<file path="config.mk">
export PLATFORM = sky130hd
export DESIGN_NAME = rotor_stepper
export DESIGN_NICKNAME = d
export VERILOG_FILES = /design/src/rtl/enigma_pkg.sv /design/src/rtl/rotor_pos_counter.sv /design/src/rtl/rotor_stepper.sv
export SDC_FILE = /design/constraint.sdc
export NUM_CORES = 1
export LEC_CHECK = 0
export BUFFER_PORTS_ARGS = -buffer_cell sky130_fd_sc_hd__clkbuf_2
export CORE_UTILIZATION = 37
export CTS_CLUSTER_SIZE = 14
export DETAILED_ROUTE_END_ITERATION = 8
export SLEW_MARGIN = 40
export SYNTH_ARGS = -nofsm -noshare
export SYNTH_HDL_FRONTEND = slang
export SYNTH_SLANG_ARGS = --single-unit
</file>
<file path="constraint.sdc">
create_clock -name clk -period 5.1 [get_ports clk]
set_clock_uncertainty 0.1 [all_clocks]
set_input_delay 1.53 -clock clk [delete_from_list [all_inputs] [get_ports clk]]
set_output_delay 1.53 -clock clk [all_outputs]
set_load 0.02 [all_outputs]
</file>
<file path="src/rtl/enigma_pkg.sv">
// enigma_pkg: shared widths, alphabet size, default turnover notches, stepper FSM states
package enigma_pkg;
    localparam int LETTER_W     = 5;
    localparam int ALPHABET     = 26;
    localparam int NOTCH_R1_DEF = 16;
    localparam int NOTCH_R2_DEF = 4;

    typedef enum logic [1:0] {IDLE, SETTLE, DONE} stepper_state_t;

    // Out-of-range letters 26..31 wrap back into 0..5
    function automatic logic [LETTER_W-1:0] fold26(input logic [LETTER_W-1:0] v);
        return (v >= LETTER_W'(ALPHABET)) ? v - LETTER_W'(ALPHABET) : v;
    endfunction
endpackage

</file>
<file path="src/rtl/rotor_pos_counter.sv">
// rotor_pos_counter: mod-26 rotor position with load (priority) and single step
// Ports: clk, rst_n (async, active-low), step, load, load_val[4:0] -> pos[4:0]
module rotor_pos_counter
    import enigma_pkg::*;
(
    input  logic                clk,
    input  logic                rst_n,
    input  logic                step,
    input  logic                load,
    input  logic [LETTER_W-1:0] load_val,
    output logic [LETTER_W-1:0] pos
);
    always_ff @(posedge clk or negedge rst_n)
        if (!rst_n)
            pos <= '0;
        else if (load)
            pos <= fold26(load_val);
        else if (step)
            pos <= (pos == LETTER_W'(ALPHABET - 1)) ? '0 : pos + 1'b1;
endmodule

</file>
<file path="src/rtl/rotor_stepper.sv">
// rotor_stepper: three-rotor Enigma stepping controller with settle delay and pos_valid pulse
// Ports: clk, rst_n (async, active-low), key_valid/key_ready handshake, load_en + load_r1..r3,
//        pos_r1..r3 current positions, pos_valid one-cycle "positions stable" pulse.
// Option: STEPPER_DOUBLE_STEP_EN enables the middle-rotor double-step anomaly;
//         undefined gives a pure odometer.
module rotor_stepper
    import enigma_pkg::*;
#(
    parameter int NOTCH_R1   = NOTCH_R1_DEF,
    parameter int NOTCH_R2   = NOTCH_R2_DEF,
    parameter int SETTLE_CYC = 2
)(
    input  logic                clk,
    input  logic                rst_n,
    input  logic                key_valid,
    output logic                key_ready,
    input  logic                load_en,
    input  logic [LETTER_W-1:0] load_r1,
    input  logic [LETTER_W-1:0] load_r2,
    input  logic [LETTER_W-1:0] load_r3,
    output logic [LETTER_W-1:0] pos_r1,
    output logic [LETTER_W-1:0] pos_r2,
    output logic [LETTER_W-1:0] pos_r3,
    output logic                pos_valid
);
    stepper_state_t state;
    logic [3:0]     cnt;
    logic           load, accept, n1, n2, r2_step, r3_step;

    // Load beats a simultaneous keypress; neither is seen outside IDLE
    assign load   = load_en && state == IDLE;
    assign accept = key_valid && key_ready && state == IDLE && !load_en;
    assign n1     = pos_r1 == LETTER_W'(NOTCH_R1);
    assign n2     = pos_r2 == LETTER_W'(NOTCH_R2);
`ifdef STEPPER_DOUBLE_STEP_EN
    // Middle rotor at its notch drags itself and the slow rotor along
    assign r2_step = accept && (n1 || n2);
    assign r3_step = accept && n2;
`else
    assign r2_step = accept && n1;
    assign r3_step = accept && n1 && n2;
`endif

    always_ff @(posedge clk or negedge rst_n)
        if (!rst_n) begin
            state     <= IDLE;
            cnt       <= '0;
            pos_valid <= 1'b0;
            key_ready <= 1'b0;
        end else begin
            pos_valid <= 1'b0;
            case (state)
                IDLE:
                    if (accept) begin
                        state     <= SETTLE;
                        cnt       <= 4'(SETTLE_CYC);
                        key_ready <= 1'b0;
                    end else
                        key_ready <= 1'b1;
                SETTLE:
                    if (cnt == 4'd1) begin
                        state     <= DONE;
                        cnt       <= '0;
                        pos_valid <= 1'b1;
                    end else
                        cnt <= cnt - 4'd1;
                DONE: begin
                    state     <= IDLE;
                    key_ready <= 1'b1;
                end
                default: state <= IDLE;
            endcase
        end

    rotor_pos_counter u_r1 (.clk(clk), .rst_n(rst_n), .step(accept),  .load(load), .load_val(load_r1), .pos(pos_r1));
    rotor_pos_counter u_r2 (.clk(clk), .rst_n(rst_n), .step(r2_step), .load(load), .load_val(load_r2), .pos(pos_r2));
    rotor_pos_counter u_r3 (.clk(clk), .rst_n(rst_n), .step(r3_step), .load(load), .load_val(load_r3), .pos(pos_r3));
endmodule

</file>
After elaboration in Yosys (flattened, before gate mapping)
Index checks and enable logic that the tools add are counted.
{ "word_totals": {"ff_bits": 23, "input_bits": 19, "out_inout_bits": 17, "elab_cells": 64} }
{ "op_classes": {"n_addsub": 7, "n_lt_le_gt_ge": 3, "n_eq_ne": 10, "n_mux": 22, "reduce_logical": 15} }
{ "ops": {"columns": ["op", "n"], "rows": [
  ["2-to-1 mux 5 bit", 12],
  ["== test 5 bit, second input constant", 4],
  ["adder 5 x 1 -> 5 bit, second input constant", 3],
  ["greater-or-equal comparator 5 bit, second input constant", 3],
  ["subtractor 5 bit, second input constant", 3],
  ["nonzero test 2 bit", 5],
  ["2-to-1 mux 4 bit", 2],
  ["case mux 4 bit (2 select lines)", 1],
  ["logical AND 1 bit", 6],
  ["== test 5 x 3 -> 1 bit, second input constant", 1],
  ["== test 4 x 1 -> 1 bit, second input constant", 1],
  ["2-to-1 mux 2 bit", 2],
  ["inequality test 2 bit, second input constant", 2],
  ["case mux 2 bit (2 select lines)", 1],
  ["AND reduction 2 bit", 2],
  ["subtractor 4 x 1 -> 4 bit, second input constant", 1],
  ["2-to-1 mux 1 bit", 3],
  ["== test 2 x 1 -> 1 bit, second input constant", 1],
  ["== test 2 bit, second input constant", 1],
  ["logical NOT 2 bit", 1],
  ["case mux 1 bit (2 select lines)", 1],
  ["logical NOT 1 bit", 1]
]} }

Depth between registers and ports, before layout
Gate-level depths: netlist (run 1).
{ "logic_depth": {"depth_word": 7, "ltp_mapped": 6, "ltp_nobuf": 6} }

By module
Synthesis (run 1) repeated with hierarchy kept, for this count alone.
{ "hier_totals": {"cells_unflattened": 192, "hier_area_um2": 1705.4} }
{ "modules_own_cells": {"columns": ["module", "n_inst", "cells_per_inst", "area_each_um2", "seq_area_each_um2"], "rows": [
  ["rotor_pos_counter", 3, 50, 420.4, 125.1],
  ["rotor_stepper", 1, 42, 444.2, 200.2]
]} }

Worst setup path before layout (run 1)
OpenSTA, ideal clock, no wires.
{ "synth_path": {"kind": "input to register", "start": "input port load_en", "end": "register u_r3.pos[3]", "arrival_ns": 2.499, "required_time_ns": 4.879, "slack_ns": 2.380, "stages": 4, "path_buffers": 1, "path_cell_list": "or3b_1 -> buf_6 -> a221o_1 -> a22o_1"} }
{ "synth_between": {"elab_chain_cells": 5, "word_cells_on_any_way": 7, "classes_between": "mux: 1; reduce/logical: 6"} }
{ "synth_rtl": {"columns": ["element", "line_no", "rtl"], "rows": [
  ["start: declaration", "rotor_stepper.sv:17", "input logic load_en,"],
  ["logical NOT 1 bit", "rotor_stepper.sv:32", "assign accept = key_valid && key_ready && state == IDLE && !load_en;"],
  ["logical AND 1 bit", "rotor_stepper.sv:32", null],
  ["logical AND 1 bit (2 in a row)", "rotor_stepper.sv:41", "assign r3_step = accept && n1 && n2;"],
  ["nonzero test 2 bit (no line)", null, null],
  ["end signal: assignment", "rotor_pos_counter.sv:17", "pos <= fold26(load_val);"],
  ["end signal: assignment", "rotor_pos_counter.sv:19", "pos <= (pos == LETTER_W'(ALPHABET - 1)) ? '0 : pos + 1'b1;"],
  ["end: declaration", "rotor_pos_counter.sv:11", "output logic [LETTER_W-1:0] pos"]
]} }
Several ways; a longest one is shown, not always the timed one.
A chain may end at the register's enable or synchronous reset.

Final worst setup path (run 1)
{ "layout_path": {"start": "input port load_en", "end": "register u_r3.pos[0]"} }
The elaborated chain is that of the path after synthesis.

==> flow_summary.toml, run 1 <==
[clock_tree]
cts_tree = "yes"
ctsResizeCount = 0
htree_num_levels = 1
cts_inserted_buffers = 3
clkSlewWorstSetupHoldPaths_ns = 0.08
cts_root_buffer = "clkbuf_8"
cts_setup_buffers = 0
cts_sinks = 23
insertion_delay_ns = 0.26
clockBufferDepth = 2
cts_hold_buffers = 0

[critical_path]
path_cells = "clkbuf_2 > or3b_1 > a21oi_1 > mux2_2"
worst-path-buf-inv = 1
setup.worst_path.end_class = "register"
cp_max_fo = 11
cp_top_family = "simple AND/OR/NAND/NOR gates"
startpoint_type = "input port"
cpMaxStageDelayCell = "or3b_1"
critical_path_required_ns = 5.15
slowest_delay_ns = 0.54
critical_path_class = "input port to register"
arrival_ns = 2.93

[power_and_ir_drop]
power_mw = 1.05
power_density_nw_per_um2 = 547
vdd_drop_max_v = 0.000245
p_leak_nw = 0.900

[cells_and_area]
finish.utilization = 0.463
diodes = 0
n_fill_cell = 440
drive_gt1_frac = 0.235
syn_to_final_growth_pct = 16.1
multi_input_area_um2 = 985
finish.instance_area_um2 = 1920
num-nets-final = 254
regArea_um2 = 576
stdcell_count = 271

[route]
wl_mm = 3.77
ant_nets = 0
first_pass_iters = 4
vias = 1543
drc = 0
drt-initial-drc-count = 63
vias_per_cell = 5.69
wire_per_inst_um = 13.9

[global_routing]
antenna_found_initial = 0
grt_pass1_vias = 1396
grt_pass1_wl_mm = 6.16
gr-usage-all-layers = 0.172
grt_overflow = 0
grt_max_degree = 24

[place]
portBuffers = 35
place_ws_ns = 1.97
dp_cells = 267
place_congestion = 0.771
hpwl_mm = 2.81
place_area_um2 = 1870

[sta]
post-route-period-util = 0.564
maxSlewViolCount = 0
fin_setup_tns_ns = 0
fin_ws_ns = 2.22
finalHoldViolations = 0
post-route-min-period_ns = 2.88
max_freq_mhz = 348
fin_hold_ws_ns = 0.460
setup_violations = 0
worst-slew-pin-transition_ns = 0.600
slew_headroom = 0.600
grt_setup_unrepaired = "false"

[logic_synthesis]
ys_ff_latch = 23
avgSynthCellArea_um2 = 8.93
synth.top_cell.area_share = 0.348
async_flop_share = 1.00
synth_edf_count = 0
synth_top_area_cell = "dfrtp_1"
synth_area_um2 = 1650
synthCells = 185
yosysSeqAreaShare = 0.348
synth_area_leaders = "dfrtp_1 35%, ha_1 9.8%, inv_1 4.1%"
synth_cell_types = 49
yosys_warnings = 0
syn_nets = 217
synth_flop_cell = "dfrtp_1"

[floorplanning]
core_um2 = 4140
ioPinCount = 36
rows = 23
dieArea_um2 = 4740
floorplan.die.width_um = 68.8
die_h_um = 68.8
start_util = 0.399

[status]
status = "finished clean"

[run]
max_cap_violations = 0

[min_path]
worstHoldPathType = "register to register"
==> synthesized netlist by cell type (3+ instances only) <==
master    number
a21oi_1        9
a31o_2         4
a31oi_1        5
and4bb_2       3
dfrtp_1       23
ha_1          13
inv_1         18
nand2_1       10
nand2b_1       6
nand3_1       11
nand4_1        4
nor2_1        13
nor3_1         4
o211ai_1       6
o21a_1         3
o21ai_0       12
==> layout by cell type, fill, tap and decap left out, types with 2 or more instances in the layout <==
master	n
a21oi_1	9
a221o_1	2
a22o_1	2
a22oi_1	2
a2bb2oi_1	2
a31o_2	4
a31oi_1	5
and4bb_2	3
clkbuf_2	35
clkbuf_8	3
dfrtp_1	23
ha_1	13
inv_1	18
nand2_1	10
nand2b_1	6
nand3_1	11
nand4_1	4
nand4b_1	2
nor2_1	13
nor3_1	4
o211ai_1	6
o21a_1	3
o21ai_0	12
o22ai_1	2
o31ai_1	2
==> worst register-to-register path, cell delays in order, from the launching register on <==
cell      delay [ns]
dfrtp_1         0.45
inv_1           0.10
ha_1            0.15
and4bb_2        0.31
nand2_1         0.11
a21oi_1         0.32
mux2_2          0.37
==> final cells by class <==
type                    count  share of cell area
clock inverters             1             0.00261
inverters                  18              0.0352
multi-input cells         140               0.513
clock buffers               3              0.0215
well taps                  50              0.0326
repair buffers             36              0.0952
flip-flops and latches     23               0.300
==> power breakdown <==
part / internal, mW / switching (mW)
clock network: 0.0545 / 0.0601
registers: 0.267 / 0.115
logic: 0.230 / 0.323
total: 0.551 / 0.498
==> per-layer routing <==
| layer | wire, µm | share of wire | global-route usage |
|---|---|---|---|
| met5 | 0 | 0 | 0 |
| met4 | 57 | 0.015 | 0.0638 |
| met3 | 145 | 0.038 | 0.0247 |
| met2 | 1630 | 0.43 | 0.276 |
| met1 | 1940 | 0.51 | 0.234 |
==> final timing paths <==
path,startpoint,depth (start not counted),endpoint,slack [ns]
setup / recovery,load_en,4,u_r3.pos[0],2.22
hold / removal,cnt[1],2,cnt[1],0.46
setup reg to reg,u_r1.pos[0],6,u_r3.pos[0],3.08
hold reg to reg,cnt[1],2,cnt[1],0.46
max in group asynchronous,rst_n,1,cnt[3],3.35
min in group asynchronous,rst_n,1,u_r2.pos[4],1.16
==> flip-flops by register name, summed over array words and instances (netlist names) <==
signal	count
u_r2.pos	5
key_ready	1
state	2
pos_valid	1
cnt	4
u_r3.pos	5
u_r1.pos	5
==> kinds of logic (layout without fill, tap and decap cells) <==
kind of cell / Yosys count / after routing / share of synthesized area
xor gates and xnor gates: 1 / 1 / 0.00530
AOI/OAI and AO/OA: 64 / 64 / 0.276
and+or+nand+nor: 60 / 60 / 0.204
buffers and inverters: 22 / 58 / 0.0560
DFF: 23 / 23 / 0.348
adders and majority gates: 13 / 13 / 0.0984
muxes: 2 / 2 / 0.0129
(Power assumes the default switching activity.)
==> run 2, diff against run 1 <==
Settings changed: ABC_AREA set to 1.
Clock period 5.1 ns to 2.7 ns, I/O delays scaled along.
==> run 2 against run 1 <==
- the flow now finishes with violations (DRC)
- power increased by 98%
- synthesized cell count rose by 33%
- worst setup slack got worse by 1.4 ns
- non-clock buffer count fell by 1
- sequential power is 85% higher
- routed wire length rose by 0.50%
- count of clock-buffer cells in the layout unchanged
- critical path depth is 3 higher
- combinational power is 110% higher
- largest power group unchanged
==> flow_summary.toml, run 2 <==
[cells_and_area]
finish.utilization = 0.454
stdcell_count = 335
num-nets-final = 316
largestRegisters = "u_r1.pos x5, u_r2.pos x5, u_r3.pos x5"
finish.instance_area_um2 = 2020
final_common_cell = "nand2_1"
n_fill_cell = 480
syn_to_final_growth_pct = 15.5
diodes = 0
drive_gt1_frac = 0.198
layout_common_cells = "50 x nand2_1, 38 x inv_1, 35 x clkbuf_2"

[sta]
finalHoldViolations = 0
maxSlewViolCount = 0
grt_setup_unrepaired = "false"
fin_ws_ns = 0.792
max_freq_mhz = 524
slew_headroom = 0.591
setup_violations = 0
worst-slew-pin-transition_ns = 0.614
post-route-period-util = 0.707
fin_setup_tns_ns = 0
post-route-min-period_ns = 1.91

[logic_synthesis]
yosys_warnings = 0
synth_top_area_cell = "dfrtp_1"
synth_area_leaders = "dfrtp_1 33%, nand2_1 11%, ha_1 9.3%"
synth-compound-area-share = 0.115
synthSimpleGateAreaFrac = 0.323
synth_cell_types = 29
avgSynthCellArea_um2 = 7.10
synth_area_um2 = 1750
synthCells = 246
yosysSeqAreaShare = 0.330
synth_flop_cell = "dfrtp_1"
synth_top_family_by_area = "simple AND/OR/NAND/NOR gates"
netlist_top_cells_count = "50 x nand2_1, 38 x inv_1, 34 x nor2_1, 29 x nand3_1, 23 x dfrtp_1"
muxShareOfSynthArea = 0
yosysMostFrequentCell = "nand2_1"
synth.top_cell.area_share = 0.330
synthXorXnorAreaFrac = 0.0351
synthAdderAreaFrac = 0.0931
async_flop_share = 1.00
ys_ff_latch = 23
synth_edf_count = 0
syn_nets = 278

[power_and_ir_drop]
power_switching_share = 0.504
power_density_nw_per_um2 = 1030
vdd_drop_max_v = 0.000467
p_sw_mw = 1.05
intPower_mw = 1.03
clkPwrFrac = 0.111
p_comb_frac = 0.549
seq_power_share = 0.340
p_leak_nw = 1.11

[route]
drt-initial-drc-count = 139
wl_mm = 3.79
ant_nets = 0
vias = 1631
first_pass_iters = 7
wire_per_inst_um = 11.3
vias_per_cell = 4.87
drc = 6

[clock_tree]
clockBufferDepth = 2
cts_sinks = 23
clkSlewWorstSetupHoldPaths_ns = 0.10
cts_inserted_buffers = 3
ctsResizeCount = 0
cts_setup_buffers = 0
htree_num_levels = 1
cts_tree = "yes"
insertion_delay_ns = 0.27
cts_hold_buffers = 0
cts_root_buffer = "clkbuf_8"

[critical_path]
cpMaxStageDelayCell = "nand2_1"
reg2reg_slack_ns = 0.90
setup.worst_path.end_class = "register"
rr_worst_depth = 7
startpoint_type = "input port"
slowest_delay_ns = 0.35
critical_path_class = "input port to register"
critical_path_required_ns = 2.75
r2r-start = "state[1]"
regToRegEndpoint = "u_r2.pos[3]"
arrival_ns = 1.96
cp_max_fo = 12
path_cells = "clkbuf_2 > nand2_1 > inv_1 > o211ai_1 > o21ai_0 > nand2_1 > o21ai_0"

[place]
place_area_um2 = 1970
hpwl_mm = 2.94
dp_cells = 331
portBuffers = 35
place_congestion = 0.799
place_ws_ns = 0.514

[global_routing]
grt_pass1_vias = 1493
gr-usage-met3 = 0.0299
grt_overflow = 0
grt_max_degree = 24
grtUsageMet1 = 0.226
grt_pass1_wl_mm = 6.53
antenna_found_initial = 0
gr-usage-all-layers = 0.160
grtUsageMet2 = 0.261
busiest_layer = "met2"

[floorplanning]
dieArea_um2 = 5000
rows = 24
ioPinCount = 36
die_h_um = 70.7
floorplan.die.width_um = 70.7
core_um2 = 4440
start_util = 0.393

[min_path]
worstHoldPathType = "input port to asynchronous set/reset pin"

[status]
status = "finished with violations"
violations = "DRC"

[run]
max_cap_violations = 0
run 2: per-stage QoR:
stage          hold slack, ns  total power [mW]
3_3_place_gp            0.426              1.84
4_1_cts                 0.441              2.10
2_1_floorplan           0.386              1.55
3_5_place_dp            0.427              1.86
6_report                0.433              2.08
5_1_grt                 0.475              2.29
run 2: worst max path at each step:
stage / cells after the start / start / slack [ns] / end
after floorplan: 6 / load_r1[1] / 0.93 / u_r1.pos[1]
after global placement: 7 / load_en / 0.57 / u_r2.pos[3]
after detailed placement: 7 / load_en / 0.51 / u_r2.pos[3]
after CTS: 7 / load_en / 0.79 / u_r2.pos[3]
after global routing: 7 / load_en / 0.68 / u_r2.pos[3]
final: 7 / load_en / 0.79 / u_r2.pos[3]
run 2: cells by family (layout without fill, tap and decap cells):
group / Yosys count / after routing
AND/OR/NAND/NOR: 127 / 127
buffers and inverters: 44 / 81
AO/OA/AOI/OAI: 32 / 32
flip-flops: 23 / 23
adder cells (fa/ha/maj): 13 / 13
XOR/XNOR: 7 / 7
run 2: critical path: cells and delay by family:
| family | cells | cell delay (ns) |
|---|---|---|
| buffers and inverters | 2 | 0.41 |
| AO/OA/AOI/OAI | 3 | 0.33 |
| AND/OR/NAND/NOR | 2 | 0.41 |
run 2: area by class of cell:
type                    instances  area, µm²  area share
multi-input cells             179        988       0.490
flip-flops and latches         23        576       0.285
repair buffers                 35        175      0.0868
inverters                      42        164      0.0813
well taps                      52       65.1      0.0323
clock buffers                   3       41.3      0.0205
clock inverters                 1       7.51     0.00372
run 2: metal layers:
layer,vias to the layer above,wire [µm]
met2,30,1690
met4,0,20
li1,868,-
met5,-,0
met1,731,1930
met3,2,142
run 2: power by group through the flow:
stage                     Sequential, mW  Combinational (mW)  Clock (mW)
after floorplan                    0.816               0.739           0
after global placement             0.710                1.13           0
after detailed placement           0.713                1.14           0
after CTS                          0.706                1.15       0.239
after global routing               0.735                1.30       0.253
final                              0.706                1.14       0.231
